<file path="src/rtl/mux8_arb_pkg.sv">
`default_nettype none
// mux8_arb_pkg: shared state type, data width and burst default for mux8_rr_arbiter.
// Rev 1.0
package mux8_arb_pkg;
  typedef enum logic [0:0] {
    IDLE  = 1'b0,
    GRANT = 1'b1
  } state_t;

  localparam int DW            = 8;
  localparam int BURST_MAX_DEF = 4;
  localparam int CNT_W         = 4;
endpackage
`default_nettype wire

</file>
<file path="src/rtl/MUX_8bit.sv">
`default_nettype none
// MUX_8bit: 8-bit 2:1 multiplexer, signal = 0 selects In1, signal = 1 selects In2.
// Rev 1.0
module MUX_8bit (
  input  logic [7:0] In1,
  input  logic [7:0] In2,
  input  logic       signal,
  output logic [7:0] out
);
  assign out = signal ? In2 : In1;
endmodule
`default_nettype wire

</file>
<file path="src/rtl/mux8_rr_arbiter.sv">
`default_nettype none
// mux8_rr_arbiter: two-requester round-robin burst arbiter feeding one registered 8-bit output.
// Rev 1.0
module mux8_rr_arbiter #(
  parameter int BURST_MAX = mux8_arb_pkg::BURST_MAX_DEF,
  parameter int DW        = mux8_arb_pkg::DW
) (
  input  logic          clk,
  input  logic          rst,
  input  logic          req0,
  input  logic [DW-1:0] data0,
  input  logic          req1,
  input  logic [DW-1:0] data1,
  output logic          ack0,
  output logic          ack1,
  output logic          sel,
  output logic [DW-1:0] out_data,
  output logic          out_valid,
  input  logic          out_ready,
  output logic          busy
);
  import mux8_arb_pkg::*;

  localparam logic [CNT_W-1:0] BURST_LIM = CNT_W'(BURST_MAX);

  state_t             state, state_nxt;
  logic               sel_nxt;
  logic               last, last_nxt;
  logic [CNT_W-1:0]   cnt, cnt_nxt, cnt_inc;
  logic [DW-1:0]      out_data_nxt;
  logic               out_valid_nxt;
  logic [DW-1:0]      mux_data;
  logic               req_sel;
  logic               load_opp;

  MUX_8bit u_mux (
    .In1    (data0),
    .In2    (data1),
    .signal (sel),
    .out    (mux_data)
  );

  always_ff @(posedge clk or posedge rst) begin
    if (rst) begin
      state     <= IDLE;
      sel       <= 1'b0;
      last      <= 1'b1;
      cnt       <= '0;
      out_data  <= '0;
      out_valid <= 1'b0;
    end else begin
      state     <= state_nxt;
      sel       <= sel_nxt;
      last      <= last_nxt;
      cnt       <= cnt_nxt;
      out_data  <= out_data_nxt;
      out_valid <= out_valid_nxt;
    end
  end

  always_comb begin
    state_nxt     = state;
    sel_nxt       = sel;
    last_nxt      = last;
    cnt_nxt       = cnt;
    out_data_nxt  = out_data;
    out_valid_nxt = out_valid;
    ack0          = 1'b0;
    ack1          = 1'b0;
    busy          = (state == GRANT);
    req_sel       = sel ? req1 : req0;
    load_opp      = !out_valid || out_ready;
    cnt_inc       = cnt + 1'b1;

    case (state)
      IDLE: begin
        // the last beat of the previous burst may still be draining here
        if (out_ready) out_valid_nxt = 1'b0;
        if (req0 || req1) begin
          state_nxt = GRANT;
          cnt_nxt   = '0;
          sel_nxt   = (req0 && req1) ? ~last : req1;
        end
      end
      GRANT: begin
        if (load_opp) begin
          if (req_sel) begin
            out_data_nxt  = mux_data;
            out_valid_nxt = 1'b1;
            ack0          = !sel;
            ack1          = sel;
            cnt_nxt       = cnt_inc;
            if (cnt_inc == BURST_LIM) begin
              state_nxt = IDLE;
              last_nxt  = sel;
            end
          end else begin
            out_valid_nxt = 1'b0;
            state_nxt     = IDLE;
            last_nxt      = sel;
          end
        end
      end
      default: state_nxt = IDLE;
    endcase
  end
endmodule
`default_nettype wire

</file>
<file path="config.mk">
export PLATFORM = sky130hd
export DESIGN_NAME = mux8_rr_arbiter
export DESIGN_NICKNAME = d
export VERILOG_FILES = /design/src/rtl/mux8_arb_pkg.sv /design/src/rtl/MUX_8bit.sv /design/src/rtl/mux8_rr_arbiter.sv
export SDC_FILE = /design/constraint.sdc
export NUM_CORES = 1
export LEC_CHECK = 0
export ABC_AREA = 1
export BUFFER_PORTS_ARGS = -buffer_cell sky130_fd_sc_hd__buf_2
export CORE_MARGIN = 8
export CORE_UTILIZATION = 35
export DETAILED_ROUTE_END_ITERATION = 12
export MAX_ROUTING_LAYER = met4
export PLACE_DENSITY = 0.65
export SYNTH_ARGS = -nofsm -noshare
export SYNTH_HDL_FRONTEND = slang
export SYNTH_SLANG_ARGS = --single-unit
</file>
<file path="constraint.sdc">
create_clock -name clk -period 2.5 [get_ports clk]
set_clock_uncertainty 0.1 [all_clocks]
set_input_delay 0 -clock clk [delete_from_list [all_inputs] [get_ports clk]]
set_output_delay 0 -clock clk [all_outputs]
set_load 0.01 [all_outputs]
</file>
==> results of run 1 <==
synthesized netlist by cell type, drive strengths merged (2+ instances only):
cell type / number / area, um^2
nand2: 28 / 113
nor2: 21 / 86.3
dfrtp: 15 / 375
inv: 10 / 37.5
o31ai: 8 / 100
nand3: 4 / 20.0
buf: 3 / 23.8
o21ai: 3 / 15.0
ha: 2 / 25.0
o22ai: 2 / 12.5
report_power, final:
group | total (W) | internal (W) | switching [W]
Sequential | 0.000482 | 0.000380 | 0.000102
Combinational | 0.000779 | 0.000371 | 0.000408
Clock | 0.000144 | 0.0000620 | 0.0000820
how the worst max path moves through the flow:
stage	slack, ns	from	to
floorplan	1.24	sel$_DFFE_PP0P_	out_data[2]$_DFFE_PP0P_
global route	0.04	sel$_DFFE_PP0P_	out_data[1]$_DFFE_PP0P_
finish	0.21	sel$_DFFE_PP0P_	out_data[6]$_DFFE_PP0P_
CTS	0.26	sel$_DFFE_PP0P_	out_data[7]$_DFFE_PP0P_
detailed placement	0.68	sel$_DFFE_PP0P_	cnt[0]$_DFFE_PP0P_
global placement	0.75	sel$_DFFE_PP0P_	cnt[0]$_DFFE_PP0P_
per-layer routing:
layer	global-route usage [%]	wire length, um
met5	-	0
met4	5.72	48
met3	4.08	101
met2	19.2	1150
met1	15.0	1120
stage by stage:
stage	instances	power (W)	cell area [um^2]	hold WS, ns
floorplan	101	0.000933	858	-0.187
global placement	161	0.00109	1040	-0.0105
detailed placement	161	0.00111	1040	0.0122
CTS	186	0.00140	1270	0.239
global route	186	0.00154	1270	0.274
finish	186	0.00140	1270	0.217
placed cells by master, fill, tap and decap left out:
cell type	netlist	routed
nor3_1	1	1
nand3_1	4	4
clkbuf_1	0	1
nand2_1	25	25
inv_2	1	1
o21ai_0	3	3
clkbuf_4	0	3
nor2_1	20	20
inv_1	9	9
o21a_1	1	1
nand4_1	1	1
o22ai_1	2	2
nand2_2	3	3
nor2_4	1	1
a21oi_1	1	1
ha_1	2	2
buf_2	1	33
dfrtp_1	15	15
dfstp_2	1	1
dlygate4sd3_1	0	21
o31ai_2	8	8
worst reg2reg max path: stages (launching register included):
cell and delay (ns):
dfrtp_1 0.61, inv_2 0.17, nand2_2 0.11, nand2_2 0.06
nand2_2 0.36, nand2_1 0.15, o31ai_2 0.10, dlygate4sd3_1 0.59
state kept, by name, summed over array words and instances (netlist names):
register and count:
out_data 8, out_valid 1, sel 1, busy 1
last 1, cnt 4
layout make-up:
type                       instances  area, um^2  area share [%]
multi-input combinational         72         395            31.0
clock buffer                       4        26.3            2.06
inverter                          10        37.5            2.95
timing repair buffer              54         375            29.5
tap                               30        37.5            2.95
sequential                        16         402            31.5
cell families after synthesis:
kind of cell,Yosys count
buffers and inverters,13
adders and majority gates,2
DFF,16
AOI/OAI and AO/OA,15
and+or+nand+nor,55
==> flow_metrics.py, run 1 <==
metrics = {
    "clock_tree": {
        "postCtsSetupRepairBufs": 0,
        "cts_hold_buffers": 21,
        "tritoncts": "done",
        "cts_resized": 0,
        "clock_latency_ns": 0.29,
        "numCtsBuffers": 3,
        "clkSinkCount": 16,
        "h-tree-depth": 1,
        "cts_root_buffer": "clkbuf_4",
        "cts_buffer_depth": 2,
        "clk_transition_reported_paths_ns": 0.10,
    },
    "logic_synthesis": {
        "ys_ff_latch": 16,
        "yosys_warnings": 0,
        "yosys.area_share.simple_pct": 26.8,
        "synth_xor_area_share_pct": 0,
        "synth_top_family_by_area": "simple AND/OR/NAND/NOR gates",
        "synth.distinct_cells": 20,
        "synth_nets": 124,
        "synth-adder-area-share_pct": 2.92,
        "synth_ff_type": "dfrtp_1",
        "async_flop_share_pct": 100,
        "synthMuxAreaShare_pct": 0,
        "syn_inst": 101,
        "synth_compound_area_share_pct": 16.3,
        "postSynthAreaPerCell_um2": 8.50,
        "syn_area_um2": 858,
        "ys_seq_area_share_pct": 46.8,
        "synth-edff-count": 0,
    },
    "sta": {
        "slew_viol_final": 0,
        "tightest_slew_ns": 0.621,
        "setup_viol": 0,
        "tns_ns": 0,
        "finalHoldViolations": 0,
        "fin_ws_ns": 0.210,
        "period_share_pct": 91.6,
        "layout_min_cycle_time_ns": 2.29,
        "relSlewSlack_pct": 58.5,
        "clock.fmax_mhz": 437,
        "rsz0062_at_grt": "false",
    },
    "routing": {
        "detail_route.vias_per_cell": 4.62,
        "wl_um": 2420,
        "avgRoutedWirePerCell_um": 13.0,
        "vias": 859,
        "drc_errors": 0,
        "firstDrtPassIters": 4,
        "first_iter_violations": 21,
        "drtAntennaViolNets": 0,
    },
    "worst_setup_path": {
        "crit_top_cell": "nand2_2",
        "reg2reg_depth": 7,
        "regToRegSetupSlack_ns": 0.21,
        "cp-start-kind": "flip-flop",
        "cp.arrival_ns": 2.42,
        "critPathCaptureType": "flip-flop",
        "cpPeakStageDelay_ns": 0.61,
        "crit_slowest_cell": "dfrtp_1",
        "crit_chain": "inv_2 -> nand2_2 -> nand2_2 -> nand2_2 -> nand2_1 -> o31ai_2 -> dlygate4sd3_1",
        "path_buf_inv": 2,
        "cp_max_fo": 22,
        "cp.required_ns": 2.63,
        "crit_family": "buffers and inverters",
        "rr_endpoint": "out_data[6]$_DFFE_PP0P_",
        "timing.rr.start": "sel$_DFFE_PP0P_",
        "crit_type": "flip-flop to flip-flop",
        "cp.depth": 7,
    },
    "floorplanning": {
        "dieArea_um2": 4290,
        "core_um2": 2410,
        "boundaryPins": 34,
        "start_util_pct": 35.6,
        "row_count": 18,
        "die_h_um": 65.5,
        "die_x_um": 65.5,
    },
    "place": {
        "pre_cts_ws_ns": 0.676,
        "io_buffers": 33,
        "post-dp-hpwl_um": 1610,
        "gp_routability_congestion": 0.788,
    },
    "global_routing": {
        "grt_pass1_wl_um": 4140,
        "grt_max_degree": 23,
        "grt_antenna_before_repair": 0,
        "grt_overflow_total": 0,
        "track_usage_pct": 12.7,
        "grt_pass1_vias": 923,
    },
    "power_and_ir_drop": {
        "p_leak_nw": 0.662,
        "p_per_area_nw_per_um2": 1100,
        "vdd_drop_max_v": 0.000723,
    },
    "outcome": {
        "status": "finished clean",
    },
    "finish": {
        "utilization_pct": 52.9,
        "drive_gt1_share_pct": 32.1,
        "syn2layout_area_growth_pct": 48.4,
        "antenna_cells": 0,
        "fill_cells": 212,
        "layout.nets": 180,
    },
    "hold_path": {
        "min_path_type": "input port to async pin",
    },
    "run": {
        "max-cap-violations": 0,
    },
}
(Power assumes the default switching activity.)
==> run 2, diff against run 1 <==
Settings changed: ABC_AREA 1 to default, PLACE_DENSITY 0.65 to 0.64.
==> flow_metrics.py, run 2 <==
metrics = {
    "routing": {
        "vias": 830,
        "firstDrtPassIters": 4,
        "wl_um": 2200,
        "avgRoutedWirePerCell_um": 12.8,
        "first_iter_violations": 40,
        "detail_route.vias_per_cell": 4.83,
        "drc_errors": 0,
        "drtAntennaViolNets": 0,
    },
    "floorplanning": {
        "boundaryPins": 34,
        "start_util_pct": 36.8,
        "row_count": 18,
        "die_h_um": 67.0,
        "die_x_um": 67.0,
        "core_um2": 2480,
        "dieArea_um2": 4490,
    },
    "clock_tree": {
        "numCtsBuffers": 3,
        "cts_buffer_depth": 2,
        "clkSinkCount": 16,
        "h-tree-depth": 1,
        "cts_resized": 0,
        "cts_root_buffer": "clkbuf_4",
        "clock_latency_ns": 0.28,
        "clk_transition_reported_paths_ns": 0.09,
        "tritoncts": "done",
    },
    "global_routing": {
        "grt_max_degree": 25,
        "grt_pass1_vias": 891,
        "grt_overflow_total": 0,
        "grt_antenna_before_repair": 0,
        "track_usage_pct": 11.2,
        "grt_pass1_wl_um": 3820,
    },
    "worst_setup_path": {
        "crit_family": "buffers and inverters",
        "crit_type": "flip-flop to flip-flop",
        "critPathCaptureType": "flip-flop",
        "path_buf_inv": 2,
        "cp.arrival_ns": 1.76,
        "rr_endpoint": "out_data[7]$_DFFE_PP0P_",
        "cpPeakStageDelay_ns": 0.58,
        "reg2reg_depth": 4,
        "crit_chain": "buf_4 -> mux2i_1 -> dlygate4sd3_1 -> o21ai_2",
        "cp-startpoint": "sel$_DFFE_PP0P_",
        "regToRegSetupSlack_ns": 0.81,
        "cp_max_fo": 14,
        "timing.rr.start": "sel$_DFFE_PP0P_",
        "cp.required_ns": 2.57,
        "crit_slowest_cell": "dlygate4sd3_1",
        "cp-start-kind": "flip-flop",
    },
    "logic_synthesis": {
        "postSynthAreaPerCell_um2": 10.5,
        "synth-edff-count": 0,
        "synth_top_family_by_area": "compound AO/OA/AOI/OAI gates",
        "ys_top_cells_by_area": "dfrtp_1 41%, mux2i_1 9.9%, o21ai_2 8.7%, nand2_1 5.4%, dfstp_2 2.9%",
        "synth-adder-area-share_pct": 2.75,
        "synth.top_cell.area_share_pct": 41.2,
        "async_flop_share_pct": 100,
        "yosys.area_share.simple_pct": 16.3,
        "netlist_top_cells_count": "15 x dfrtp_1, 13 x nand2_1, 9 x mux2i_1, 9 x o21ai_2, 5 x inv_1",
        "yosys_warnings": 0,
        "yosysMostFrequentCell": "dfrtp_1",
        "synth_ff_type": "dfrtp_1",
        "synth.distinct_cells": 30,
        "synth_xor_area_share_pct": 0.962,
        "synth_compound_area_share_pct": 19.2,
        "synth_nets": 110,
        "ys_ff_latch": 16,
        "ys_seq_area_share_pct": 44.1,
        "synth_area_leader_cell": "dfrtp_1",
        "syn_area_um2": 911,
        "syn_inst": 87,
        "synthMuxAreaShare_pct": 11.5,
    },
    "power_and_ir_drop": {
        "p_per_area_nw_per_um2": 1000,
        "p_leak_nw": 0.671,
        "vdd_drop_max_v": 0.000595,
    },
    "sta": {
        "layout_min_cycle_time_ns": 1.69,
        "rsz0062_at_grt": "false",
        "setup_viol": 0,
        "tightest_slew_ns": 0.598,
        "clock.fmax_mhz": 592,
        "slew_viol_final": 0,
        "finalHoldViolations": 0,
        "relSlewSlack_pct": 60.1,
        "hold_ws_ns": 0.212,
        "tns_ns": 0,
        "period_share_pct": 67.5,
    },
    "place": {
        "post-dp-hpwl_um": 1500,
        "gp_routability_congestion": 0.725,
        "io_buffers": 33,
        "place_area_um2": 1090,
    },
    "finish": {
        "final_area_um2": 1320,
        "final_cell_mix": "33 x buf_2, 20 x dlygate4sd3_1, 15 x dfrtp_1",
        "syn2layout_area_growth_pct": 44.9,
        "layout_commonest_cell": "buf_2",
        "top_regs": "out_data (8), cnt (4)",
        "antenna_cells": 0,
        "top_register": "out_data",
        "drive_gt1_share_pct": 35.2,
        "layout.nets": 166,
        "largest_reg_flops": 8,
    },
    "outcome": {
        "status": "finished clean",
    },
    "hold_path": {
        "min_path_type": "input port to async pin",
    },
    "run": {
        "max-cap-violations": 0,
    },
}
[run 2: cell families after synthesis]
| kind of cell | count (synthesis) |
|---|---|
| adders and majority gates | 2 |
| buffers and inverters | 8 |
| and+or+nand+nor | 28 |
| muxes | 10 |
| AOI/OAI and AO/OA | 22 |
| DFF | 16 |
| xor gates and xnor gates | 1 |
[run 2: worst max-delay path by stage]
stage                              end  slack [ns]  depth (start not counted)
6_report       out_data[7]$_DFFE_PP0P_        0.81                          4
5_1_grt        out_data[2]$_DFFE_PP0P_        0.74                          4
3_5_place_dp        cnt[2]$_DFFE_PP0P_        0.96                          4
2_1_floorplan           busy$_DFF_PP0_        1.10                          5
4_1_cts        out_data[0]$_DFFE_PP0P_        0.83                          4
3_3_place_gp        cnt[2]$_DFFE_PP0P_        1.01                          4
[run 2: layer usage]
metal	vias to the layer above	GRT usage, %	wire, um	part of all wire [%]
met1	375	12.7	935	43
met5	-	-	0	0
met4	0	4.96	12	0.55
met2	32	17.8	1060	48
li1	421	-	-	-
met3	2	3.19	182	8.3
[run 2: area by class of cell]
type / instances / area [um^2]
clock buffers: 4 / 26.3
fillers: 234 / 1160
inverters: 5 / 18.8
multi-input cells: 63 / 463
flip-flops and latches: 16 / 402
well taps: 30 / 37.5
repair buffers: 54 / 373
[run 2: worst register-to-register path, delay by kind of cell, from the launching register on]
kind	cells	cell delay (ns)
AO/OA/AOI/OAI	1	0.05
buffers and inverters	2	0.82
flip-flops	1	0.38
multiplexers	1	0.22
[run 2: stage by stage]
stage / total power [W] / util, % / worst slack, ns / std cells
floorplan: 0.000949 / - / 1.10 / 87
detailed placement: 0.00112 / 44.1 / 0.963 / 148
global route: 0.00145 / 53.3 / 0.742 / 172
global placement: 0.00110 / 44.1 / 1.01 / 148
finish: 0.00132 / 53.3 / 0.812 / 172
CTS: 0.00133 / 53.3 / 0.826 / 172
[run 2: power breakdown]
group / leakage [nW] / switching [W] / internal (W)
sequential: 0.197 / 0.0000837 / 0.000380
combinational: 0.460 / 0.000375 / 0.000343
clock: 0.0150 / 0.0000760 / 0.0000618
[run 2: timing repair]
action,4_1_cts,5_1_grt
buffers inserted,0,0
hold buffers,20,0
hold endpoints to repair,26,0
==> run 3, diff against run 2 <==
Settings changed: ABC_AREA from default to 1, PLACE_DENSITY 0.64 to 0.67.
Clock period 2.5 ns to 1.53 ns, I/O delays scaled along.
==> flow_metrics.py, run 3 (synthesized netlist as in run 1, its figures left out) <==
metrics = {
    "worst_setup_path": {
        "crit_family": "buffers and inverters",
        "crit_top_cell": "nand2_1",
        "crit_type": "flip-flop to flip-flop",
        "path_buf_inv": 1,
        "critPathCaptureType": "flip-flop",
        "rr_endpoint": "sel$_DFFE_PP0P_",
        "cp_max_fo": 2,
        "cp-start-kind": "flip-flop",
        "timing.rr.start": "last$_DFFE_PP1P_",
        "regToRegSetupSlack_ns": 0.07,
        "crit_chain": "nand2_1 -> nand3_1 -> dlygate4sd3_1 -> nand2_1",
        "cp.required_ns": 1.61,
        "crit_slowest_cell": "dlygate4sd3_1",
        "cp.arrival_ns": 1.54,
        "cpPeakStageDelay_ns": 0.55,
        "reg2reg_depth": 4,
    },
    "global_routing": {
        "grt_antenna_before_repair": 0,
        "grt_util_met1_pct": 13.2,
        "busiest_layer": "met2",
        "grt_pass1_wl_um": 4100,
        "use_met3_pct": 4.08,
        "use_met2_pct": 21.6,
        "grt_max_degree": 18,
        "grt_overflow_total": 0,
        "track_usage_pct": 12.6,
        "grt_pass1_vias": 890,
    },
    "clock_tree": {
        "clock_latency_ns": 0.28,
        "cts_buffer_depth": 2,
        "numCtsBuffers": 3,
        "tritoncts": "done",
        "clk_transition_reported_paths_ns": 0.09,
        "cts_root_buffer": "clkbuf_4",
        "clkSinkCount": 16,
        "h-tree-depth": 1,
    },
    "place": {
        "pre_cts_ws_ns": 0.146,
        "placedCellCount": 164,
        "io_buffers": 33,
        "post-dp-hpwl_um": 1690,
        "gp_routability_congestion": 0.712,
    },
    "finish": {
        "final_cells": 191,
        "final_cell_mix": "33 x buf_2, 25 x nand2_1, 21 x dlygate4sd3_1",
        "top_regs": "out_data (8), cnt (4)",
        "fill_cells": 208,
        "syn2layout_area_growth_pct": 54.2,
        "multi_input_area_um2": 395,
        "drive_gt1_share_pct": 34.8,
        "largest_reg_flops": 8,
        "antenna_cells": 0,
        "regArea_um2": 402,
        "top_register": "out_data",
        "layout.nets": 185,
        "layout_commonest_cell": "buf_2",
    },
    "routing": {
        "avgRoutedWirePerCell_um": 12.8,
        "first_iter_violations": 39,
        "drtAntennaViolNets": 0,
        "detail_route.vias_per_cell": 4.74,
        "firstDrtPassIters": 4,
        "vias": 905,
        "wl_um": 2450,
        "drc_errors": 0,
    },
    "floorplanning": {
        "core_um2": 2410,
        "start_util_pct": 35.6,
        "boundaryPins": 34,
        "die_x_um": 65.5,
        "row_count": 18,
        "dieArea_um2": 4290,
        "die_h_um": 65.5,
    },
    "sta": {
        "period_share_pct": 95.6,
        "layout_min_cycle_time_ns": 1.46,
        "slew_viol_final": 0,
        "clock.fmax_mhz": 684,
        "tns_ns": 0,
        "relSlewSlack_pct": 59.4,
        "rsz0062_at_grt": "false",
        "finalHoldViolations": 0,
        "tightest_slew_ns": 0.608,
        "setup_viol": 0,
        "fin_ws_ns": 0.0678,
    },
    "power_and_ir_drop": {
        "p_leak_nw": 0.685,
        "p_per_area_nw_per_um2": 1690,
        "pwr-share-comb_pct": 55.5,
        "p_clk_share_pct": 10.3,
        "p_switching_w": 0.000962,
        "vdd_drop_max_v": 0.00119,
        "p_int_w": 0.00127,
        "seqPwrFrac_pct": 34.2,
        "switching_share_pct": 43.1,
        "power_w": 0.00223,
    },
    "hold_path": {
        "min_path_type": "input port to async pin",
    },
    "run": {
        "max-cap-violations": 0,
    },
    "outcome": {
        "status": "finished clean",
    },
}
run 3: changes by cell type in the layout (fill, tap and decap cells not counted), moves of 8 or more:
cell,previous run,this run
nor2_1,2,20
o31ai_2,0,8
o21ai_2,9,0
nand2_1,13,25
mux2i_1,9,0
run 3: per-layer routing:
| metal | part of all wire, % | wire [um] |
|---|---|---|
| met1 | 40 | 971 |
| met2 | 55 | 1350 |
| met3 | 4.3 | 106 |
| met4 | 1.3 | 31 |
| met5 | 0 | 0 |
run 3: how the worst max path moves through the flow:
stage | slack (ns) | startpoint | endpoint | cells after the start
after floorplan | 0.27 | sel$_DFFE_PP0P_ | out_data[2]$_DFFE_PP0P_ | 7
after global placement | 0.24 | busy$_DFF_PP0_ | out_data[0]$_DFFE_PP0P_ | 5
after detailed placement | 0.15 | cnt[0]$_DFFE_PP0P_ | last$_DFFE_PP1P_ | 9
after CTS | 0.07 | last$_DFFE_PP1P_ | sel$_DFFE_PP0P_ | 4
after global routing | 0.0008 | cnt[1]$_DFFE_PP0P_ | last$_DFFE_PP1P_ | 9
final | 0.07 | last$_DFFE_PP1P_ | sel$_DFFE_PP0P_ | 4
run 3: worst register-to-register path, cell delays in order (launching register included):
cell	delay, ns
dfstp_2	0.54
nand2_1	0.05
nand3_1	0.06
dlygate4sd3_1	0.55
nand2_1	0.06
run 3: through the flow:
step           area, um^2  hold slack (ns)  util (%)
6_report             1320            0.233      54.9
5_1_grt              1320            0.301      54.9
4_1_cts              1310            0.240      54.3
3_5_place_dp         1070           0.0122      44.5
3_3_place_gp         1070          0.00179      44.5
2_1_floorplan         858           -0.187         -
run 3: area by class of cell:
cell class,instances,share of cell area (%)
multi-input combinational,72,29.9
sequential,16,30.3
timing repair buffer,59,32.1
tap,30,2.84
inverter,10,2.84
clock buffer,4,1.98
run 3: repair_timing:
action,4_1_cts,5_1_grt
hold endpoints to repair,26,0
buffers inserted,0,2
endpoints found under the setup margin,0,2
hold buffers,21,0
resized for setup,0,1
run 3: power groups by stage:
stage	clock network, W	registers, W	logic [W]
floorplan	0	0.000812	0.000712
global placement	0	0.000751	0.00112
detailed placement	0	0.000771	0.00115
CTS	0.000243	0.000766	0.00120
global route	0.000257	0.000789	0.00136
finish	0.000231	0.000763	0.00124
